## src/rtl/uart_rx_fsm.sv

```systemverilog
// uart_rx_fsm: UART receive path with oversampling and majority-vote sampling.
// The serial line is synchronized, the start bit is qualified, data is
// deserialized LSB first, and optional parity and the stop bit are checked.
// A good frame is presented as a parallel word with a one-cycle strobe.
//
// Ports:
//   clk        oversampling clock, PRESCALE cycles per bit
//   rstn       asynchronous active-low reset
//   rx_in      serial line, idle high, asynchronous to clk
//   par_en     1 = frame carries a parity bit (latched at start of frame)
//   par_typ    0 = even, 1 = odd parity (latched at start of frame)
//   p_data     last good received word
//   data_valid one-cycle pulse, p_data updated
//   par_err    one-cycle pulse, parity mismatch
//   stop_err   one-cycle pulse, stop bit sampled 0
//   busy       high while a frame is in progress
module uart_rx_fsm #(
   parameter int DATA_WIDTH = 8,
   parameter int PRESCALE   = 8
) (
   input  logic                  clk,
   input  logic                  rstn,
   input  logic                  rx_in,
   input  logic                  par_en,
   input  logic                  par_typ,
   output logic [DATA_WIDTH-1:0] p_data,
   output logic                  data_valid,
   output logic                  par_err,
   output logic                  stop_err,
   output logic                  busy
);

   localparam int EW = (PRESCALE > 1) ? $clog2(PRESCALE) : 1;
   localparam int BW = (DATA_WIDTH > 1) ? $clog2(DATA_WIDTH) : 1;

   localparam logic [EW-1:0] E_LAST = EW'(PRESCALE - 1);
   localparam logic [EW-1:0] E_S0   = EW'(PRESCALE / 2 - 1);
   localparam logic [EW-1:0] E_S1   = EW'(PRESCALE / 2);
   localparam logic [EW-1:0] E_S2   = EW'(PRESCALE / 2 + 1);
   localparam logic [BW-1:0] B_LAST = BW'(DATA_WIDTH - 1);

   typedef enum logic [2:0] {
      IDLE   = 3'd0,
      START  = 3'd1,
      DATA   = 3'd2,
      PARITY = 3'd3,
      STOP   = 3'd4
   } state_t;

   state_t                state_q, state_d;
   logic [EW-1:0]         edge_cnt_q, edge_cnt_d;
   logic [BW-1:0]         bit_cnt_q, bit_cnt_d;
   logic [2:0]            smp_q, smp_d;
   logic [DATA_WIDTH-1:0] shift_q, shift_d;
   logic [DATA_WIDTH-1:0] p_data_q, p_data_d;
   logic                  pen_q, pen_d;
   logic                  ptyp_q, ptyp_d;
   logic                  perr_q, perr_d;
   logic                  data_valid_q, data_valid_d;
   logic                  par_err_q, par_err_d;
   logic                  stop_err_q, stop_err_d;
   logic                  busy_q, busy_d;
   logic                  sync1_q, sync2_q;

   logic rx_s;
   logic bit_end;
   logic m2;
   logic maj;

   assign rx_s    = sync2_q;
   assign bit_end = (edge_cnt_q == E_LAST);
   // With PRESCALE=4 the third sample point coincides with the decision
   // cycle, so take the live value there instead of the stored one.
   assign m2      = (edge_cnt_q == E_S2) ? rx_s : smp_q[2];
   assign maj     = (smp_q[0] & smp_q[1]) | (smp_q[0] & m2) | (smp_q[1] & m2);

   always_ff @(posedge clk or negedge rstn) begin
      if (!rstn) begin
         sync1_q <= 1'b1;
         sync2_q <= 1'b1;
      end else begin
         sync1_q <= rx_in;
         sync2_q <= sync1_q;
      end
   end

   always_ff @(posedge clk or negedge rstn) begin
      if (!rstn) begin
         state_q      <= IDLE;
         edge_cnt_q   <= '0;
         bit_cnt_q    <= '0;
         smp_q        <= 3'b111;
         shift_q      <= '0;
         p_data_q     <= '0;
         pen_q        <= 1'b0;
         ptyp_q       <= 1'b0;
         perr_q       <= 1'b0;
         data_valid_q <= 1'b0;
         par_err_q    <= 1'b0;
         stop_err_q   <= 1'b0;
         busy_q       <= 1'b0;
      end else begin
         state_q      <= state_d;
         edge_cnt_q   <= edge_cnt_d;
         bit_cnt_q    <= bit_cnt_d;
         smp_q        <= smp_d;
         shift_q      <= shift_d;
         p_data_q     <= p_data_d;
         pen_q        <= pen_d;
         ptyp_q       <= ptyp_d;
         perr_q       <= perr_d;
         data_valid_q <= data_valid_d;
         par_err_q    <= par_err_d;
         stop_err_q   <= stop_err_d;
         busy_q       <= busy_d;
      end
   end

   always_comb begin
      state_d      = state_q;
      edge_cnt_d   = edge_cnt_q;
      bit_cnt_d    = bit_cnt_q;
      smp_d        = smp_q;
      shift_d      = shift_q;
      p_data_d     = p_data_q;
      pen_d        = pen_q;
      ptyp_d       = ptyp_q;
      perr_d       = perr_q;
      busy_d       = busy_q;
      data_valid_d = 1'b0;
      par_err_d    = 1'b0;
      stop_err_d   = 1'b0;

      if (state_q != IDLE) begin
         edge_cnt_d = bit_end ? '0 : edge_cnt_q + EW'(1);
         if (edge_cnt_q == E_S0) smp_d[0] = rx_s;
         if (edge_cnt_q == E_S1) smp_d[1] = rx_s;
         if (edge_cnt_q == E_S2) smp_d[2] = rx_s;
      end

      case (state_q)
         IDLE: begin
            busy_d     = 1'b0;
            edge_cnt_d = '0;
            // The first low cycle is edge 0 of the start bit.
            if (!rx_s) begin
               state_d    = START;
               edge_cnt_d = EW'(1);
               busy_d     = 1'b1;
               pen_d      = par_en;
               ptyp_d     = par_typ;
               perr_d     = 1'b0;
            end
         end
         START: begin
            if (bit_end) begin
               if (maj) begin
                  state_d = IDLE;
                  busy_d  = 1'b0;
               end else begin
                  state_d   = DATA;
                  bit_cnt_d = '0;
               end
            end
         end
         DATA: begin
            if (bit_end) begin
               shift_d = shift_q >> 1;
               shift_d[DATA_WIDTH-1] = maj;
               if (bit_cnt_q == B_LAST) begin
                  state_d = pen_q ? PARITY : STOP;
               end else begin
                  bit_cnt_d = bit_cnt_q + BW'(1);
               end
            end
         end
         PARITY: begin
            if (bit_end) begin
               perr_d  = (maj != ((^shift_q) ^ ptyp_q));
               state_d = STOP;
            end
         end
         STOP: begin
            if (bit_end) begin
               state_d = IDLE;
               busy_d  = 1'b0;
               if (!perr_q && maj) begin
                  data_valid_d = 1'b1;
                  p_data_d     = shift_q;
               end else begin
                  par_err_d  = perr_q;
                  stop_err_d = ~maj;
               end
            end
         end
         default: begin
            state_d    = IDLE;
            busy_d     = 1'b0;
            edge_cnt_d = '0;
         end
      endcase
   end

   assign p_data     = p_data_q;
   assign data_valid = data_valid_q;
   assign par_err    = par_err_q;
   assign stop_err   = stop_err_q;
   assign busy       = busy_q;

endmodule

```

## config.mk

```make
export PLATFORM = sky130hd
export DESIGN_NAME = uart_rx_fsm
export DESIGN_NICKNAME = d
export VERILOG_FILES = /design/src/rtl/uart_rx_fsm.sv
export SDC_FILE = /design/constraint.sdc
export NUM_CORES = 1
export LEC_CHECK = 0
export CAP_MARGIN = 5
export CORE_MARGIN = 4
export CORE_UTILIZATION = 53
export CTS_CLUSTER_SIZE = 25
export DETAILED_ROUTE_END_ITERATION = 16
export GPL_TIMING_DRIVEN = 0
export PLACE_DENSITY = 0.75
export SETUP_SLACK_MARGIN = 0.4
export SLEW_MARGIN = 20
export SYNTH_ARGS = -nofsm -noshare
export SYNTH_HDL_FRONTEND = slang
export SYNTH_SLANG_ARGS = --single-unit
```

## constraint.sdc

```tcl
create_clock -name clk -period 4.8 [get_ports clk]
set_input_delay 0.48 -clock clk [delete_from_list [all_inputs] [get_ports clk]]
set_output_delay 0.48 -clock clk [all_outputs]
set_load 0.1 [all_outputs]
```

-- Word level (Yosys, flattened, before mapping)
Cells that the tools add are included.
- bits in registers: 37
- input bits: 5
- output and inout port bits: 12
- add/sub/neg operators: 2
- equal/unequal tests: 20
- muxes and demuxes: 36
- bitwise operators: 9
- reduce and logical (&&, ||, !) cells: 18
- operator list (operator ; number):
    2-to-1 mux 3 bit ; 13
    inequality test 2 bit (second input constant) ; 9
    2-to-1 mux 1 bit ; 17
    == test 3 bit (second input constant) ; 5
    case mux 3 bit (5 select lines) ; 1
    case mux 3 bit (2 select lines) ; 2
    == test 3 x 2 -> 1 bit (second input constant) ; 3
    AND reduction 2 bit ; 4
    XOR reduction 8 bit ; 1
    adder 3 x 1 -> 3 bit (second input constant) ; 2
    AND reduction 3 bit ; 2
    AND reduction 6 bit ; 1
    AND reduction 5 bit ; 1
    case mux 1 bit (4 select lines) ; 1
    AND reduction 4 bit ; 1
    nonzero test 2 bit ; 2
    OR reduction 4 bit ; 1
    AND 1 bit ; 3
    == test 3 x 1 -> 1 bit (second input constant) ; 1
    zero test 3 bit ; 1
    inverter 1 bit ; 3
    nonzero test 3 bit ; 1
    2-to-1 mux 2 bit ; 1
    inequality test 2 x 1 -> 1 bit (second input constant) ; 1
    7 further kinds ; 8

-- Logic depth before layout (Yosys ltp)
- depth in word-level cells: 9
- depth in mapped cells: 7
- gate-level depth less buffers: 6

-- Worst setup path before layout
Ideal clock, no wire load.
- path kind: register to register
- start: register bit_cnt_q[0]
- end: register state_q[0]
- arrival time: 1.733 ns
- setup slack: 2.942 ns
- stages on the path, launching flop included: 7
- buffers on the path: 0
- clock period less this slack: 1.858 ns
- cell sequence: dfrtp_1 > ha_1 > ha_1 > and2_1 > o32a_1 > o21ai_0 > mux2_2
- longest elaborated chain between the ends: 3
- ends and longest elaborated chain (item ; line ; source):
    start, declared ; 52 ; logic [BW-1:0] bit_cnt_q, bit_cnt_d;
    start signal, assigned ; 105 ; bit_cnt_q <= bit_cnt_d;
    == test 3 bit ; 170 ; if (bit_cnt_q == B_LAST) begin
    inequality test 2 bit (no line) ; - ;
    AND reduction 6 bit (no line) ; - ;
    end signal, assigned ; 103 ; state_q <= state_d;
    end, declared ; 50 ; state_t state_q, state_d;
Every way passes these cells.
A chain may end at the register's enable or synchronous reset.

-- Worst setup path in the final report
- start: register busy_q, in the netlist busy
- end: output port busy
- RTL lines (item ; line ; source):
    start, declared ; 62 ; logic busy_q, busy_d;
    start signal, assigned ; 115 ; busy_q <= busy_d;
    end, declared ; 30 ; output logic busy
No word-level cell between the ends.

==> flow_metrics.tcl <==
set metrics [dict create \
    cp_max_fo 4 \
    crit_type "flip-flop to output port" \
    synth_nets 170 \
    ys_ff_latch 37 \
    wl_met2_mm 1.40 \
    hp-class "primary input to asynchronous set/reset pin" \
    critPathLaunchType "flip-flop" \
    avgRoutedWirePerCell_um 13.4 \
    dp_hpwl_mm 2.32 \
    routabilityCongestion 0.796 \
    ys.flop_type "dfrtp_1" \
    hold_slack_ns 0.0744 \
    die-height_um 66.0 \
    ioPinCount 17 \
    final_antenna_net_count 0 \
    clk_latency_ns 0.34 \
    fmax_mhz 422 \
    synthCells 158 \
    pre_cts_slack_ns 2.77 \
    cts_tree "yes" \
    dieWidth_um 66.0 \
    postRouteWirelength_mm 3.05 \
    drcViolationCount 0 \
    cts_sinks 37 \
    peakVddDrop_mv 0.260 \
    worstPathCellList "clkdlybuf4s50_1" \
    synth.top_cell.area_share_pct 44.9 \
    drv_slew 0 \
    overflow 0 \
    antenna_found_initial 0 \
    relSlewSlack_pct 35.3 \
    cp_top_family "buffers and inverters" \
    post-cts-setup-buffers 0 \
    cts.path.max_buffers 2 \
    worstPathRequired_ns 4.32 \
    via_per_inst 5.29 \
    arrival_ns 1.89 \
    dr.pass1.iters 4 \
    cap_violations 0 \
    seq_area_sq_um 932 \
    die_area_sq_um 4360 \
    dr.max_layer_used "met4" \
    finalSetupTns_ns 0 \
    netlist_top_cells_area "dfrtp_1 45%, dfstp_2 7.4%, mux2_4 6.7%" \
    grt_util_all_layers_pct 16.2 \
    synth-edff-count 0 \
    cts_made_buffers 5 \
    critPathSlowestCell "clkdlybuf4s50_1" \
    vias 1201 \
    setup_ws_ns 2.43 \
    layout.nets 194 \
    endpoint_kind "output port" \
    met3WireLength_um 151 \
    syn_avg_cell_area_sq_um 11.3 \
    multi_input_area_sq_um 795 \
    nFillCells 252 \
    syn_to_final_growth_pct 16.2 \
    cts.clk_slew.worst_paths_ns 0.11 \
    ctsResizeCount 0 \
    max_stage_delay_ns 1.15 \
    path_buf_inv 1 \
    async_flop_share_pct 100 \
    grt_first_pass_wirelength_mm 5.42 \
    setup-violations-final 0 \
    synth_top_area_cell "dfrtp_1" \
    core_area_sq_um 3130 \
    drtIter0Drc 81 \
    p_leak_nw 1.03 \
    num_rows 20 \
    worst_pin_slew_ns 0.968 \
    wl_met1_mm 1.47 \
    status "finished, final reports clean" \
    start_util_pct 57.0 \
    grt_max_degree 20 \
    first_global_vias 1182 \
    p_per_area_nw_per_um2 465 \
    ys_seq_area_share_pct 52.2 \
    htree_levels 2 \
    final_cell_mix "32 x dfrtp_1, 28 x nand2_1, 15 x clkdlybuf4s50_1" \
    synth_cell_type_count 36 \
    io_buffers 16 \
    layout_commonest_cell "dfrtp_1" \
    finalClockSkew_ns 0.00611 \
    hold_viol 0 \
    rsz0062_at_grt "false" \
    diodes 0 \
    final.period_utilization_pct 49.4 \
    drive_above_1_share_pct 17.5 \
    syn-cell-area_sq_um 1780 \
    finalCriticalPeriod_ns 2.37 \
    holdBufCountCts 0 \
    synth-warning-count 0 \
    cts-root-buf "clkbuf_4" \
]
[cells by family after synthesis]
group	after synthesis	synth area share [%]
buf+inv	13	3.23
simple gates	56	14.4
flops	37	52.2
fa+ha+maj	7	4.91
mux	14	10.5
compound gates	24	9.68
xor+xnor	7	4.98
[power by group]
| group | total (mW) | internal (mW) | switching, mW |
|---|---|---|---|
| Combinational | 0.379 | 0.176 | 0.203 |
| Sequential | 0.428 | 0.378 | 0.0496 |
| Clock | 0.157 | 0.0558 | 0.101 |
| Total | 0.964 | 0.610 | 0.354 |
[metal layers]
metal  GRT usage [%]  up-vias
met2            24.9       20
li1                -      588
met3            4.59        5
met5               0        -
met1            22.1      588
met4            5.33        0
[area by class of cell]
class / count / area share, %
sequential: 37 / 45.0
multi-input combinational: 108 / 38.3
timing repair buffer: 17 / 8.81
tap: 44 / 2.66
clock buffer: 6 / 1.99
inverter: 8 / 1.45
buffer: 5 / 1.33
clock inverter: 2 / 0.483
[cell usage after synthesis (3+ instances only)]
cell,instances
nor2b_1,3
dfrtp_1,32
inv_1,8
nand3_1,5
a22o_1,3
nand2_1,28
mux2_2,6
dfstp_2,5
or3_1,3
nor2_1,7
mux2_4,8
clkbuf_1,3
and2_1,3
o21ai_0,7
ha_1,7
xnor2_1,3
[stage by stage]
stage	total power, mW	utilization (%)	cell area, sq um	instances
floorplan	0.729	-	1780	158
global placement	0.797	63.9	2000	218
detailed placement	0.816	64.6	2020	219
CTS	0.974	66.3	2070	227
global route	1.04	66.3	2070	227
finish	0.964	66.3	2070	227
[worst paths after layout]
| path | start | end | slack (ns) | depth (start not counted) |
|---|---|---|---|---|
| worst max-delay path | busy | busy | 2.43 | 1 |
| worst min-delay path | rstn | edge_cnt_q[1] | 0.07 | 1 |
| worst max register to register | edge_cnt_q[0] | state_q[0] | 2.75 | 6 |
| worst min register to register | sync1_q | rx_s | 0.36 | 0 |
| max in group asynchronous | rstn | smp_q[1] | 4.20 | 2 |
| min in group clk | sync1_q | rx_s | 0.36 | 0 |
[flip-flops by register name, indices dropped and copies added, names as in the netlist]
name / cells
bit_cnt_q: 3
busy: 1
data_valid: 1
edge_cnt_q: 3
p_data: 8
par_err: 1
pen_q: 1
perr_q: 1
ptyp_q: 1
rx_s: 1
shift_q: 8
smp_q: 3
state_q: 3
stop_err: 1
sync1_q: 1
Note: power is estimated with default switching activity, not from simulation.
